--- config.mk ---
export PLATFORM = sky130hd
export DESIGN_NAME = mc_ctrl
export DESIGN_NICKNAME = d
export VERILOG_FILES = /design/src/rtl/mc_ctrl_pkg.sv /design/src/rtl/mc_alu_dec.sv /design/src/rtl/mc_ctrl.sv
export SDC_FILE = /design/constraint.sdc
export NUM_CORES = 1
export LEC_CHECK = 0
export ABC_AREA = 1
export ABC_CLOCK_PERIOD_IN_PS = 4000
export CAP_MARGIN = 30
export CORE_MARGIN = 3
export CORE_UTILIZATION = 41
export CTS_CLUSTER_SIZE = 24
export DETAILED_ROUTE_END_ITERATION = 10
export PLACE_DENSITY = 0.87
export RECOVER_POWER = 100
export SYNTH_ARGS = -nofsm -noshare
export SYNTH_HDL_FRONTEND = slang
export SYNTH_HIERARCHICAL = 1
export SYNTH_SLANG_ARGS = --single-unit
--- constraint.sdc ---
create_clock -name clk -period 4 [get_ports clk]
set_input_delay 1.2 -clock clk [delete_from_list [all_inputs] [get_ports clk]]
set_output_delay 1.2 -clock clk [all_outputs]
set_load 0.01 [all_outputs]
--- src/rtl/mc_ctrl_pkg.sv ---
// Shared constants for the multi-cycle controller: opcodes, functs, ALU codes,
// datapath select encodings and the controller state type.
package mc_ctrl_pkg;

  localparam logic [5:0] OP_RTYPE  = 6'h00;
  localparam logic [5:0] OP_REGIMM = 6'h01;
  localparam logic [5:0] OP_J      = 6'h02;
  localparam logic [5:0] OP_JAL    = 6'h03;
  localparam logic [5:0] OP_BEQ    = 6'h04;
  localparam logic [5:0] OP_BNE    = 6'h05;
  localparam logic [5:0] OP_BLEZ   = 6'h06;
  localparam logic [5:0] OP_BGTZ   = 6'h07;
  localparam logic [5:0] OP_ADDI   = 6'h08;
  localparam logic [5:0] OP_ADDIU  = 6'h09;
  localparam logic [5:0] OP_SLTI   = 6'h0A;
  localparam logic [5:0] OP_SLTIU  = 6'h0B;
  localparam logic [5:0] OP_ANDI   = 6'h0C;
  localparam logic [5:0] OP_ORI    = 6'h0D;
  localparam logic [5:0] OP_XORI   = 6'h0E;
  localparam logic [5:0] OP_LW     = 6'h23;
  localparam logic [5:0] OP_SW     = 6'h2B;

  localparam logic [5:0] F_SLL  = 6'h00;
  localparam logic [5:0] F_SRL  = 6'h02;
  localparam logic [5:0] F_SRA  = 6'h03;
  localparam logic [5:0] F_JR   = 6'h08;
  localparam logic [5:0] F_ADD  = 6'h20;
  localparam logic [5:0] F_ADDU = 6'h21;
  localparam logic [5:0] F_SUB  = 6'h22;
  localparam logic [5:0] F_SUBU = 6'h23;
  localparam logic [5:0] F_AND  = 6'h24;
  localparam logic [5:0] F_OR   = 6'h25;
  localparam logic [5:0] F_XOR  = 6'h26;
  localparam logic [5:0] F_NOR  = 6'h27;
  localparam logic [5:0] F_SLT  = 6'h2A;
  localparam logic [5:0] F_SLTU = 6'h2B;

  localparam logic [5:0] ALU_ADD = 6'b000000;
  localparam logic [5:0] ALU_SUB = 6'b000001;
  localparam logic [5:0] ALU_AND = 6'b011000;
  localparam logic [5:0] ALU_OR  = 6'b011110;
  localparam logic [5:0] ALU_XOR = 6'b010110;
  localparam logic [5:0] ALU_NOR = 6'b010001;
  localparam logic [5:0] ALU_A   = 6'b011010;
  localparam logic [5:0] ALU_SLL = 6'b100000;
  localparam logic [5:0] ALU_SRL = 6'b100001;
  localparam logic [5:0] ALU_SRA = 6'b100011;
  localparam logic [5:0] ALU_EQ  = 6'b110011;
  localparam logic [5:0] ALU_NE  = 6'b110001;
  localparam logic [5:0] ALU_LT  = 6'b110101;
  localparam logic [5:0] ALU_LTZ = 6'b111011;
  localparam logic [5:0] ALU_LEZ = 6'b111101;
  localparam logic [5:0] ALU_GTZ = 6'b111111;

  localparam logic [1:0] SRC_A_PC    = 2'd0;
  localparam logic [1:0] SRC_A_RS    = 2'd1;
  localparam logic [1:0] SRC_A_SHAMT = 2'd2;
  localparam logic [1:0] SRC_B_RT    = 2'd0;
  localparam logic [1:0] SRC_B_FOUR  = 2'd1;
  localparam logic [1:0] SRC_B_SEXT  = 2'd2;
  localparam logic [1:0] SRC_B_ZEXT  = 2'd3;

  localparam logic [1:0] PC_SRC_ALU   = 2'd0;
  localparam logic [1:0] PC_SRC_JUMP  = 2'd1;
  localparam logic [1:0] PC_SRC_EXC   = 2'd2;
  localparam logic [1:0] PC_SRC_RESET = 2'd3;

  localparam logic [1:0] REG_DST_RT  = 2'd0;
  localparam logic [1:0] REG_DST_RD  = 2'd1;
  localparam logic [1:0] REG_DST_R31 = 2'd2;

  localparam logic [1:0] M2R_ALU = 2'd0;
  localparam logic [1:0] M2R_MDR = 2'd1;
  localparam logic [1:0] M2R_PC  = 2'd2;

  typedef enum logic [2:0] {
    ST_RESET  = 3'd0,
    ST_FETCH  = 3'd1,
    ST_DECODE = 3'd2,
    ST_EXEC   = 3'd3,
    ST_MEM    = 3'd4,
    ST_WB     = 3'd5
`ifdef MC_CTRL_EXC_EN
    , ST_TRAP = 3'd6
`endif
  } state_e;

  function automatic logic is_branch(input logic [5:0] op);
    return (op == OP_REGIMM) || (op == OP_BEQ) || (op == OP_BNE) ||
           (op == OP_BLEZ) || (op == OP_BGTZ);
  endfunction

endpackage

--- src/rtl/mc_alu_dec.sv ---
// Combinational ALU sub-decoder: picks function code, sign mode and operand
// selects for the current controller state, and flags undefined instructions.
module mc_alu_dec
  import mc_ctrl_pkg::*;
(
  input  logic [5:0] opcode,
  input  logic [5:0] funct,
  input  logic [4:0] rt,
  input  state_e     state,
  output logic [5:0] alu_fun,
  output logic       alu_sign,
  output logic [1:0] alu_src_a,
  output logic [1:0] alu_src_b,
  output logic       valid
);

  logic [5:0] ex_fun;
  logic       ex_sign;
  logic [1:0] ex_a;
  logic [1:0] ex_b;

  always_comb begin
    ex_fun  = ALU_ADD;
    ex_sign = 1'b0;
    ex_a    = SRC_A_RS;
    ex_b    = SRC_B_RT;
    valid   = 1'b1;
    case (opcode)
      OP_RTYPE: begin
        case (funct)
          F_ADD:   ex_sign = 1'b1;
          F_ADDU:  ex_fun  = ALU_ADD;
          F_SUB:   begin ex_fun = ALU_SUB; ex_sign = 1'b1; end
          F_SUBU:  ex_fun  = ALU_SUB;
          F_AND:   ex_fun  = ALU_AND;
          F_OR:    ex_fun  = ALU_OR;
          F_XOR:   ex_fun  = ALU_XOR;
          F_NOR:   ex_fun  = ALU_NOR;
          F_SLT:   begin ex_fun = ALU_LT; ex_sign = 1'b1; end
          F_SLTU:  ex_fun  = ALU_LT;
          F_SLL:   begin ex_fun = ALU_SLL; ex_a = SRC_A_SHAMT; end
          F_SRL:   begin ex_fun = ALU_SRL; ex_a = SRC_A_SHAMT; end
          F_SRA:   begin ex_fun = ALU_SRA; ex_a = SRC_A_SHAMT; end
          F_JR:    ex_fun  = ALU_A;
          default: valid   = 1'b0;
        endcase
      end
      // Only bltz (rt=0) is implemented out of the regimm group
      OP_REGIMM: begin ex_fun = ALU_LTZ; ex_sign = 1'b1; valid = (rt == 5'd0); end
      OP_BEQ:    begin ex_fun = ALU_EQ;  ex_sign = 1'b1; end
      OP_BNE:    begin ex_fun = ALU_NE;  ex_sign = 1'b1; end
      OP_BLEZ:   begin ex_fun = ALU_LEZ; ex_sign = 1'b1; end
      OP_BGTZ:   begin ex_fun = ALU_GTZ; ex_sign = 1'b1; end
      OP_ADDI:   begin ex_b = SRC_B_SEXT; ex_sign = 1'b1; end
      OP_ADDIU:  ex_b = SRC_B_SEXT;
      OP_SLTI:   begin ex_fun = ALU_LT; ex_b = SRC_B_SEXT; ex_sign = 1'b1; end
      OP_SLTIU:  begin ex_fun = ALU_LT; ex_b = SRC_B_SEXT; end
      OP_ANDI:   begin ex_fun = ALU_AND; ex_b = SRC_B_ZEXT; end
      OP_ORI:    begin ex_fun = ALU_OR;  ex_b = SRC_B_ZEXT; end
      OP_XORI:   begin ex_fun = ALU_XOR; ex_b = SRC_B_ZEXT; end
      OP_LW, OP_SW: ex_b = SRC_B_SEXT;
      OP_J, OP_JAL: valid = 1'b1;
      default:   valid = 1'b0;
    endcase
  end

  always_comb begin
    alu_fun   = ALU_ADD;
    alu_sign  = 1'b0;
    alu_src_a = SRC_A_PC;
    alu_src_b = SRC_B_RT;
    case (state)
      ST_FETCH:  alu_src_b = SRC_B_FOUR;
      // Branch target; the datapath applies the <<2 on the immediate path
      ST_DECODE: alu_src_b = SRC_B_SEXT;
      ST_EXEC: begin
        alu_fun   = ex_fun;
        alu_sign  = ex_sign;
        alu_src_a = ex_a;
        alu_src_b = ex_b;
      end
      default: ;
    endcase
  end

endmodule

--- src/rtl/mc_ctrl.sv ---
// Multi-cycle controller top: registered state, combinational strobes.
// Optional MC_CTRL_EXC_EN adds the TRAP state and exc_valid output.
module mc_ctrl
  import mc_ctrl_pkg::*;
#(
  parameter logic [31:0] RESET_PC   = 32'h0000_0000,
  parameter logic [31:0] EXC_VECTOR = 32'h8000_0004
) (
  input  logic        clk,
  input  logic        reset,
  input  logic [31:0] instr,
  input  logic        alu_out0,
  input  logic        mem_ready,
  output logic [5:0]  alu_fun,
  output logic        alu_sign,
  output logic [1:0]  alu_src_a,
  output logic [1:0]  alu_src_b,
  output logic        iord,
  output logic        mem_req,
  output logic        mem_we,
  output logic        ir_write,
  output logic        pc_write,
  output logic [1:0]  pc_src,
  output logic        reg_write,
  output logic [1:0]  reg_dst,
  output logic [1:0]  mem_to_reg
`ifdef MC_CTRL_EXC_EN
  , output logic      exc_valid
`endif
);

  state_e     state_q, state_d;
  logic [5:0] opcode;
  logic [5:0] funct;
  logic [4:0] rt;
  logic       instr_valid;
  logic       mem_req_c;
  logic       mem_we_c;
  logic       unused_ok;

  assign opcode = instr[31:26];
  assign funct  = instr[5:0];
  assign rt     = instr[20:16];
  // PC constants are consumed by the datapath; the remaining IR fields too
  assign unused_ok = ^{RESET_PC, EXC_VECTOR, instr[25:21], instr[15:6]};

  mc_alu_dec u_alu_dec (
    .opcode    (opcode),
    .funct     (funct),
    .rt        (rt),
    .state     (state_q),
    .alu_fun   (alu_fun),
    .alu_sign  (alu_sign),
    .alu_src_a (alu_src_a),
    .alu_src_b (alu_src_b),
    .valid     (instr_valid)
  );

  always_ff @(posedge clk) begin
    if (!reset) state_q <= ST_RESET;
    else        state_q <= state_d;
  end

  always_comb begin
    state_d    = state_q;
    iord       = 1'b0;
    mem_req_c  = 1'b0;
    mem_we_c   = 1'b0;
    ir_write   = 1'b0;
    pc_write   = 1'b0;
    pc_src     = PC_SRC_ALU;
    reg_write  = 1'b0;
    reg_dst    = REG_DST_RT;
    mem_to_reg = M2R_ALU;
`ifdef MC_CTRL_EXC_EN
    exc_valid  = 1'b0;
`endif
    case (state_q)
      ST_RESET: begin
        pc_write = 1'b1;
        pc_src   = PC_SRC_RESET;
        state_d  = ST_FETCH;
      end
      ST_FETCH: begin
        mem_req_c = 1'b1;
        if (mem_ready) begin
          ir_write = 1'b1;
          pc_write = 1'b1;
          state_d  = ST_DECODE;
        end
      end
      ST_DECODE: begin
        if (opcode == OP_J || opcode == OP_JAL) begin
          pc_write = 1'b1;
          pc_src   = PC_SRC_JUMP;
          state_d  = ST_FETCH;
          if (opcode == OP_JAL) begin
            reg_write  = 1'b1;
            reg_dst    = REG_DST_R31;
            mem_to_reg = M2R_PC;
          end
        end else if (instr_valid) begin
          state_d = ST_EXEC;
        end else begin
`ifdef MC_CTRL_EXC_EN
          state_d = ST_TRAP;
`else
          state_d = ST_FETCH;
`endif
        end
      end
      ST_EXEC: begin
        if (is_branch(opcode)) begin
          pc_write = alu_out0;
          state_d  = ST_FETCH;
        end else if (opcode == OP_RTYPE && funct == F_JR) begin
          pc_write = 1'b1;
          state_d  = ST_FETCH;
        end else if (opcode == OP_LW || opcode == OP_SW) begin
          state_d = ST_MEM;
        end else begin
          state_d = ST_WB;
        end
      end
      ST_MEM: begin
        mem_req_c = 1'b1;
        iord      = 1'b1;
        mem_we_c  = (opcode == OP_SW);
        if (mem_ready) state_d = (opcode == OP_SW) ? ST_FETCH : ST_WB;
      end
      ST_WB: begin
        reg_write  = 1'b1;
        reg_dst    = (opcode == OP_RTYPE) ? REG_DST_RD : REG_DST_RT;
        mem_to_reg = (opcode == OP_LW) ? M2R_MDR : M2R_ALU;
        state_d    = ST_FETCH;
      end
`ifdef MC_CTRL_EXC_EN
      ST_TRAP: begin
        exc_valid = 1'b1;
        pc_write  = 1'b1;
        pc_src    = PC_SRC_EXC;
        state_d   = ST_FETCH;
      end
`endif
      default: state_d = ST_RESET;
    endcase
  end

  // Suppress memory strobes in any cycle where reset is being sampled low
  assign mem_req = mem_req_c & reset;
  assign mem_we  = mem_we_c & reset;

endmodule

* Yosys cells after proc, flatten, opt, wreduce, memory -nomap -nowiden *
Index checks and enable logic that the tools add are counted.

operators by class
  equal/unequal tests = 36
  bitwise logic cells = 2
  reductions and logical operators = 24
  mux-type cells = 42

operator list
  cell                  count
  $pmux W6 S10          2
  $eq A6 B6 Y1 const B  12
  $eq A6 B4 Y1 const B  8
  $eq A6 B2 Y1 const B  4
  $eq A6 B3 Y1 const B  4
  $mux W1               17
  $pmux W2 S2           4
  $mux W3               5
  $pmux W3 S5           1
  $reduce_or A15 Y1     1
  $mux W2               7
  $reduce_or A14 Y1     1
  $logic_not A6 Y1      2
  $reduce_or A2 Y1      5
  $reduce_or A3 Y1      3
  $reduce_or A7 Y1      1
  $eq A3 B2 Y1 const B  2
  $eq A3 B3 Y1 const B  2
  $eq A6 B1 Y1 const B  1
  $logic_or A1 B1 Y1    6
  $mux W6               1
  $pmux W2 S3           1
  $reduce_or A6 Y1      1
  $logic_not A5 Y1      1
  other kinds (9)       12

storage, ports and cells
  flip-flop bits (word level) = 3
  input bits = 36
  output and inout bits = 23

* Logic depth before layout (Yosys ltp) *
Gate-level depths: netlist (run 1).

  depth after elaboration = 7
  depth in mapped cells = 12
  depth with buffers taken out = 12

* By module *
Netlist (run 1), hierarchy kept.

by module, submodules not included
  module      cells each  area an instance (um^2)  instances  sequential area each (um^2)
  mc_alu_dec  118         589.3                    1          0.0
  mc_ctrl     81          405.4                    1          60.1

* Worst setup path after synthesis (run 1) *
OpenSTA, ideal clock, no wires.

  kind = input -> output
  start = input instr[31]
  end = output alu_fun[5]
  data arrival time = 1.982 ns
  setup slack = 0.818 ns
  required time = 2.800 ns
  cell stages on the path = 6
  path through = nor2_2 > buf_6 > nand3_4 > a21oi_2 > nor2_1 > a21oi_1

between the ends
  cells in the longest elaborated chain, start to end = 4
  elaborated cells on any way between the ends = 14

ends and longest elaborated chain
  element                            RTL line          source
  from (decl)                        mc_ctrl.sv:11     input logic [31:0] instr,
  $eq A6 B4 Y1                       mc_alu_dec.sv:28  case (opcode)
  $reduce_or A2 Y1 (no source line)  n/a
  $pmux W6 S10 (*)                   mc_alu_dec.sv:28
  $mux W6 (*)                        mc_alu_dec.sv:72  case (state)
  to (decl)                          mc_ctrl.sv:14     output logic [5:0] alu_fun,

Every way passes the cells marked *; elsewhere a longest branch is shown, timed or not.

* Final worst setup path (run 1) *
  start = input instr[27]
  end = output pc_write

between the ends
  cells in the longest elaborated chain, start to end = 7
  elaborated cells on any way between the ends = 18

ends and longest elaborated chain
  element                                       RTL line           source
  $eq A6 B1 Y1 or $eq A6 B3 Y1 (tied branches)  mc_ctrl_pkg.sv:89  return (op == OP_REGIMM) || (op == OP_BEQ) || (op == OP_BNE) ||
  $logic_or A1 B1 Y1 (3 in series)              mc_ctrl_pkg.sv:89
  $logic_or A1 B1 Y1                            mc_ctrl_pkg.sv:90  (op == OP_BLEZ) || (op == OP_BGTZ);
  $mux W1                                       mc_ctrl.sv:113     if (is_branch(opcode)) begin
  $pmux W1 S4 (*)                               mc_ctrl.sv:78      case (state_q)
  to (decl)                                     mc_ctrl.sv:22      output logic pc_write,

Marks and branches as above.

==> impl_metrics.json, run 1 <==
{
  "dp.final_hpwl_um": 2700,
  "gp_congestion": 0.892,
  "ys_ff_latch": 3,
  "fin_crit_sh_pct": 98.5,
  "reg2regPathDepth": 6,
  "intPower_uw": 154,
  "syn_inst": 199,
  "cp_max_fo": 5,
  "syn_nets": 235,
  "largest_register": "state_q",
  "fmax_mhz": 254,
  "via_per_inst": 4.99,
  "setup.worst_path.start_class": "input pin",
  "clockBufferDepth": 2,
  "cts-root-buf": "clkbuf_4",
  "arrival_ns": 2.74,
  "min_from": "state_q[0]$_SDFFE_PN0P_",
  "worstPathRequired_ns": 2.80,
  "fin_ws_ns": 0.0586,
  "power_frac_clock_pct": 20.7,
  "avgRoutedWirePerCell_um": 12.0,
  "clk_pin_slew_ns": 0.03,
  "fp-row-count": 17,
  "grt-ovfl-total": 0,
  "grt_pass1_vias": 1386,
  "num_vias": 1528,
  "cts_buffers": 3,
  "timing.rr.start": "state_q[1]$_SDFFE_PN0P_",
  "largest_reg_flops": 3,
  "final_nets": 315,
  "drive_gt1_share_pct": 24.8,
  "drv_slew": 0,
  "switching_share_pct": 44.5,
  "hold_violations": 0,
  "grt_max_degree": 10,
  "async_flop_share_pct": 0,
  "fin_skew_ns": 0.00751,
  "synth.most_common_cell": "nand2_1",
  "grt_pass1_wl_um": 5760,
  "place_ws_ns": -0.302,
  "holdPathStages": 4,
  "ys_types": 30,
  "avgSynthCellArea_um2": 5.00,
  "end_kind": "output pin",
  "ys.flop_type": "dfxtp_1",
  "clock-sinks": 3,
  "status": "completed",
  "grt_usage_pct": 22.4,
  "seq_area_um2": 60.1,
  "powerDensity_mw_per_mm2": 160,
  "drv_cap": 0,
  "relSlewSlack_pct": 75.3,
  "ant_nets": 0,
  "period_needed_ns": 3.94,
  "die_y_um": 55.3,
  "synth_common_cells": "nand2_1, nor2_1, inv_1, nand3_1, a21oi_1",
  "drtIter0Drc": 57,
  "io-pin-count": 59,
  "syn-cell-area_um2": 995,
  "holdCritPathClass": "reg -> reg",
  "worst_pin_slew_ns": 0.370,
  "synth_top_area_share_pct": 17.4,
  "die_w_um": 55.3,
  "critPathKind": "in -> out",
  "syn_to_final_growth_pct": 74.0,
  "seq_power_share_pct": 15.0,
  "dr.pass1.iters": 4,
  "p_sw_uw": 123,
  "antenna_found_initial": 0,
  "start_util_pct": 44.1,
  "synthTopCellsByArea": "nand2_1, nor2_1, nand3_1, inv_1, dfxtp_1",
  "yosysTopAreaCell": "nand2_1",
  "cts_hold_buf": 0,
  "setup_violations": 0,
  "htree_levels": 1,
  "fin_setup_tns_ns": 0,
  "ys_warn_count": 6,
  "pwr-share-comb_pct": 64.3,
  "leakagePower_uw": 0.000957,
  "ys_seq_area_share_pct": 6.04,
  "synth_edf_count": 0,
  "multiInputGateArea_um2": 811,
  "worst_ir_drop_vdd_uv": 182,
  "design.die.area_mm2": 0.00305,
  "tritoncts": "done",
  "startpoint": "instr[27]",
  "core-area_mm2": 0.00225,
  "fill_cells": 185,
  "top_regs": "state_q x3",
  "drc_errors": 0,
  "post-route-util_pct": 76.7,
  "wl_um": 3670,
  "port_buffers": 43,
  "hold_ws_ns": 0.713,
  "diodes": 0,
  "clk_latency_ns": 0.25
}
-- placed cells by master, fill, tap and decap left out --
cell type	instances
o22ai_1	1
inv_4	1
clkbuf_2	1
nand3_1	21
or2_1	1
clkbuf_4	4
o21ai_0	1
nor2_2	8
buf_4	31
a41oi_1	1
nor3_1	4
dfxtp_1	3
inv_2	9
nand3_2	4
nor2_1	35
clkbuf_1	4
nand2_2	2
o211ai_4	1
nor4_1	1
a21oi_1	9
dlymetal6s2s_1	5
a21oi_2	2
nand3_4	1
clkinv_1	1
clkdlybuf4s50_1	11
o2111ai_1	1
dlygate4sd2_1	18
clkdlybuf4s15_1	3
nor3_2	1
nand4_1	7
dlygate4sd3_1	4
nand2_1	46
nand3b_1	3
inv_1	26
o21ai_1	3
nor2_4	4
-- power by group through the flow --
| stage | sequential, µW | combinational (µW) | clock, µW |
|---|---|---|---|
| CTS | 41.4 | 177 | 59.5 |
| global route | 42.3 | 194 | 61.5 |
| detailed placement | 41.9 | 181 | 0 |
| global placement | 41.6 | 179 | 0 |
| floorplan | 40.5 | 85.1 | 0 |
| finish | 41.5 | 178 | 57.4 |
-- kinds of logic after synthesis --
| logic type | after synthesis | share of synthesized area, % |
|---|---|---|
| buffers and inverters | 39 | 16.4 |
| AO/OA/AOI/OAI | 19 | 12.0 |
| AND/OR/NAND/NOR | 138 | 65.7 |
| flip-flops | 3 | 6.04 |
-- final cells by class --
type | count | area share [%]
multi-input combinational | 157 | 46.9
timing repair buffer | 77 | 38.0
inverter | 37 | 8.17
sequential | 3 | 3.47
tap | 28 | 2.02
clock buffer | 4 | 1.52
-- final timing paths --
check,endpoint,slack (ns)
worst max-delay path,pc_write,0.06
worst min-delay path,state_q[0]$_SDFFE_PN0P_,0.71
worst max register to register,state_q[0]$_SDFFE_PN0P_,2.85
worst min register to register,state_q[0]$_SDFFE_PN0P_,0.71
-- per-stage QoR --
stage          cell area, µm²  instances  total power, µW
6_report                 1730        306              277
3_3_place_gp             1680        300              221
3_5_place_dp             1680        300              223
2_1_floorplan             995        199              126
4_1_cts                  1700        304              278
5_1_grt                  1730        306              298
-- layer usage --
layer,part of all wire (%),vias to the layer above,GRT usage (%)
li1,-,801,-
met1,43,665,26.9
met2,50,58,40.5
met3,5.5,4,3.04
met4,1.1,0,7.29
met5,0,-,0
-- critical path, stage by stage --
cell             delay (ns)
clkdlybuf4s50_1        0.45
buf_4                  0.17
nor2_1                 0.10
nand2_1                0.10
nor2_1                 0.14
nand2_1                0.10
nand2_1                0.07
nand3_1                0.06
nand3b_1               0.08
dlygate4sd2_1          0.27
-- timing repair --
item | in CTS | in global routing
setup endpoints to repair | 19 | 8
resized for setup | 29 | 15
pin swaps | 0 | 2
buffers inserted | 0 | 2
Note: power is estimated with default switching activity, not from simulation.
==> run 2, diff against run 1 <==
- ABC_AREA: 1 -> 0
- CAP_MARGIN: 30 -> default
- CORE_UTILIZATION: 41 -> 42
- GPL_TIMING_DRIVEN: default -> 0
==> impl_metrics.json, run 2 <==
{
  "via_per_inst": 6.00,
  "cp_max_fo": 12,
  "place_ws_ns": -0.873,
  "dp.final_hpwl_um": 2680,
  "die_y_um": 55.9,
  "switching_share_pct": 38.7,
  "layout_common_cells": "a21oi_1, nor2_1, nand2_1",
  "seq_power_share_pct": 16.4,
  "power_frac_clock_pct": 25.0,
  "diodes": 0,
  "top_regs": "state_q x3",
  "reg2regPathDepth": 5,
  "drv_slew": 0,
  "crit_path_end": "alu_sign",
  "htree_levels": 1,
  "arrival_ns": 2.72,
  "ys_warn_count": 6,
  "final_nets": 246,
  "design.die.area_mm2": 0.00312,
  "largest_register": "state_q",
  "yosysTopAreaCell": "a21oi_1",
  "avgSynthCellArea_um2": 6.61,
  "syn_inst": 158,
  "grt_usage_pct": 22.4,
  "grt-ovfl-total": 0,
  "holdCritPathClass": "reg -> reg",
  "fin_crit_sh_pct": 98.0,
  "finalPower_uw": 206,
  "drv_cap": 0,
  "worst_pin_slew_ns": 0.345,
  "synthXorXnorAreaFrac_pct": 1.68,
  "grt_max_degree": 13,
  "clockBufferDepth": 2,
  "relSlewSlack_pct": 76.7,
  "wl_um": 3680,
  "p_sw_uw": 79.6,
  "fin_skew_ns": 0.000583,
  "powerDensity_mw_per_mm2": 132,
  "grt-busiest-layer": "met2",
  "ys_seq_area_share_pct": 5.75,
  "cts-root-buf": "clkbuf_4",
  "synthAdderAreaFrac_pct": 0,
  "port_buffers": 43,
  "ant_nets": 0,
  "tritoncts": "done",
  "drive_gt1_share_pct": 23.0,
  "fin_ws_ns": 0.0794,
  "yosys.area_share.simple_pct": 50.2,
  "cts_buffers": 3,
  "die_w_um": 55.9,
  "largest_reg_flops": 3,
  "core-area_mm2": 0.00228,
  "clk_pin_slew_ns": 0.04,
  "gp_congestion": 0.834,
  "synthTopCellsByArea": "a21oi_1, nand2b_1, dfxtp_1, nor2_1, nand2_1",
  "clock-sinks": 3,
  "ys.flop_type": "dfxtp_1",
  "synth_top_family_by_area": "simple AND/OR/NAND/NOR gates",
  "fp-row-count": 17,
  "dr.pass1.iters": 5,
  "grt_pass1_vias": 1316,
  "use_met3_pct": 2.78,
  "r2r_slack_ns": 2.82,
  "synth_edf_count": 0,
  "status": "completed",
  "period_needed_ns": 3.92,
  "ys_ff_latch": 3,
  "synth.area.mux_share_pct": 0.958,
  "fmax_mhz": 255,
  "avgRoutedWirePerCell_um": 15.5,
  "hold_violations": 0,
  "clk_latency_ns": 0.23,
  "dpl-instance-area_mm2": 0.00151,
  "timing.rr.start": "state_q[2]$_SDFFE_PN0P_",
  "cts_hold_buf": 0,
  "drc_errors": 0,
  "drtIter0Drc": 57,
  "synth_top_area_share_pct": 8.14,
  "intPower_uw": 126,
  "startpoint": "instr[29]",
  "worst_ir_drop_vdd_uv": 176,
  "leakagePower_uw": 0.000605,
  "worstPathRequired_ns": 2.80,
  "gr-usage-met2_pct": 41.2,
  "setup.worst_path.start_class": "input pin",
  "async_flop_share_pct": 0,
  "synth.most_common_cell": "a21oi_1",
  "grt_util_met1_pct": 26.1,
  "grt_pass1_wl_um": 5890,
  "fin_area_mm2": 0.00155,
  "critPathKind": "in -> out",
  "syn-cell-area_mm2": 0.00104,
  "pwr-share-comb_pct": 58.6,
  "synth_common_cells": "a21oi_1, nor2_1, nand2_1, nand2b_1",
  "ys_types": 56,
  "final_common_cell": "a21oi_1",
  "io-pin-count": 59,
  "start_util_pct": 45.9,
  "end_kind": "output pin",
  "r2r-end": "state_q[2]$_SDFFE_PN0P_",
  "synth_compound_area_share_pct": 32.2,
  "syn_to_final_growth_pct": 48.6,
  "syn_nets": 194,
  "rsz0062_at_grt": "no",
  "num_vias": 1421,
  "setup_violations": 0,
  "antenna_found_initial": 0
}
==> run 2: changes by cell type after synthesis, moves of 10 or more <==
cell      delta
nand2_1     -34
inv_1       -24
nor2_1      -24
nand3_1     -16
nand2b_1    +10
==> run 2: power by group through the flow <==
stage          combinational, µW  clock [µW]  sequential [µW]
6_report                     120        51.4             33.7
5_1_grt                      132        55.7             33.8
4_1_cts                      119        53.1             33.7
3_5_place_dp                 117           0             34.1
3_3_place_gp                 114           0             33.9
2_1_floorplan               64.5           0             33.5
==> run 2: kinds of logic after synthesis <==
group           count (synthesis)
compound gates                 51
xor+xnor                        2
buf+inv                        16
flops                           3
mux                             1
simple gates                   85
==> run 2: per-stage QoR <==
step	instances	hold slack, ns	utilization, %	TNS (ns)
CTS	237	0.656	69.5	-0.00737
global route	237	0.687	68.2	0
detailed placement	229	0.646	66.4	-9.54
finish	237	0.652	68.2	0
global placement	229	0.628	66.4	-8.97
floorplan	158	0.585	-	0
==> run 2: worst min-delay path by stage <==
| stage | from | to | slack, ns | depth (start not counted) |
|---|---|---|---|---|
| 2_1_floorplan | state_q[0]$_SDFFE_PN0P_ | state_q[0]$_SDFFE_PN0P_ | 0.58 | 2 |
| 3_3_place_gp | state_q[0]$_SDFFE_PN0P_ | state_q[0]$_SDFFE_PN0P_ | 0.63 | 2 |
| 3_5_place_dp | state_q[0]$_SDFFE_PN0P_ | state_q[0]$_SDFFE_PN0P_ | 0.65 | 2 |
| 4_1_cts | state_q[0]$_SDFFE_PN0P_ | state_q[0]$_SDFFE_PN0P_ | 0.66 | 2 |
| 5_1_grt | state_q[0]$_SDFFE_PN0P_ | state_q[0]$_SDFFE_PN0P_ | 0.69 | 2 |
| 6_report | state_q[0]$_SDFFE_PN0P_ | state_q[0]$_SDFFE_PN0P_ | 0.65 | 2 |
==> run 2: worst max-delay path: stages <==
cell       delay, ns
buf_4           0.16
or3_4           0.41
nor4_4          0.22
buf_4           0.16
buf_6           0.12
o2111ai_1       0.15
a21oi_1         0.16
clkbuf_2        0.15
==> run 2: cell type report <==
type / instances / area [µm²]
clock buffer: 4 / 26.3
fill: 205 / 723
sequential: 3 / 60.1
timing repair buffer: 47 / 385
inverter: 4 / 15.0
buffer: 12 / 108
multi-input combinational: 139 / 923
tap: 28 / 35.0
==> run 2: layer usage <==
layer  vias up  share of wire, %
met2        65                51
met4         0               3.0
met3        12               5.5
li1        698                 -
met5         -                 0
met1       646                41
==> run 2: timing repair <==
action | 4_1_cts | 5_1_grt
pin swaps | 5 | 6
gates resized for setup | 64 | 24
setup endpoints to repair | 19 | 10
endpoints found under the hold margin | 0 | 0
buffers inserted | 4 | 0
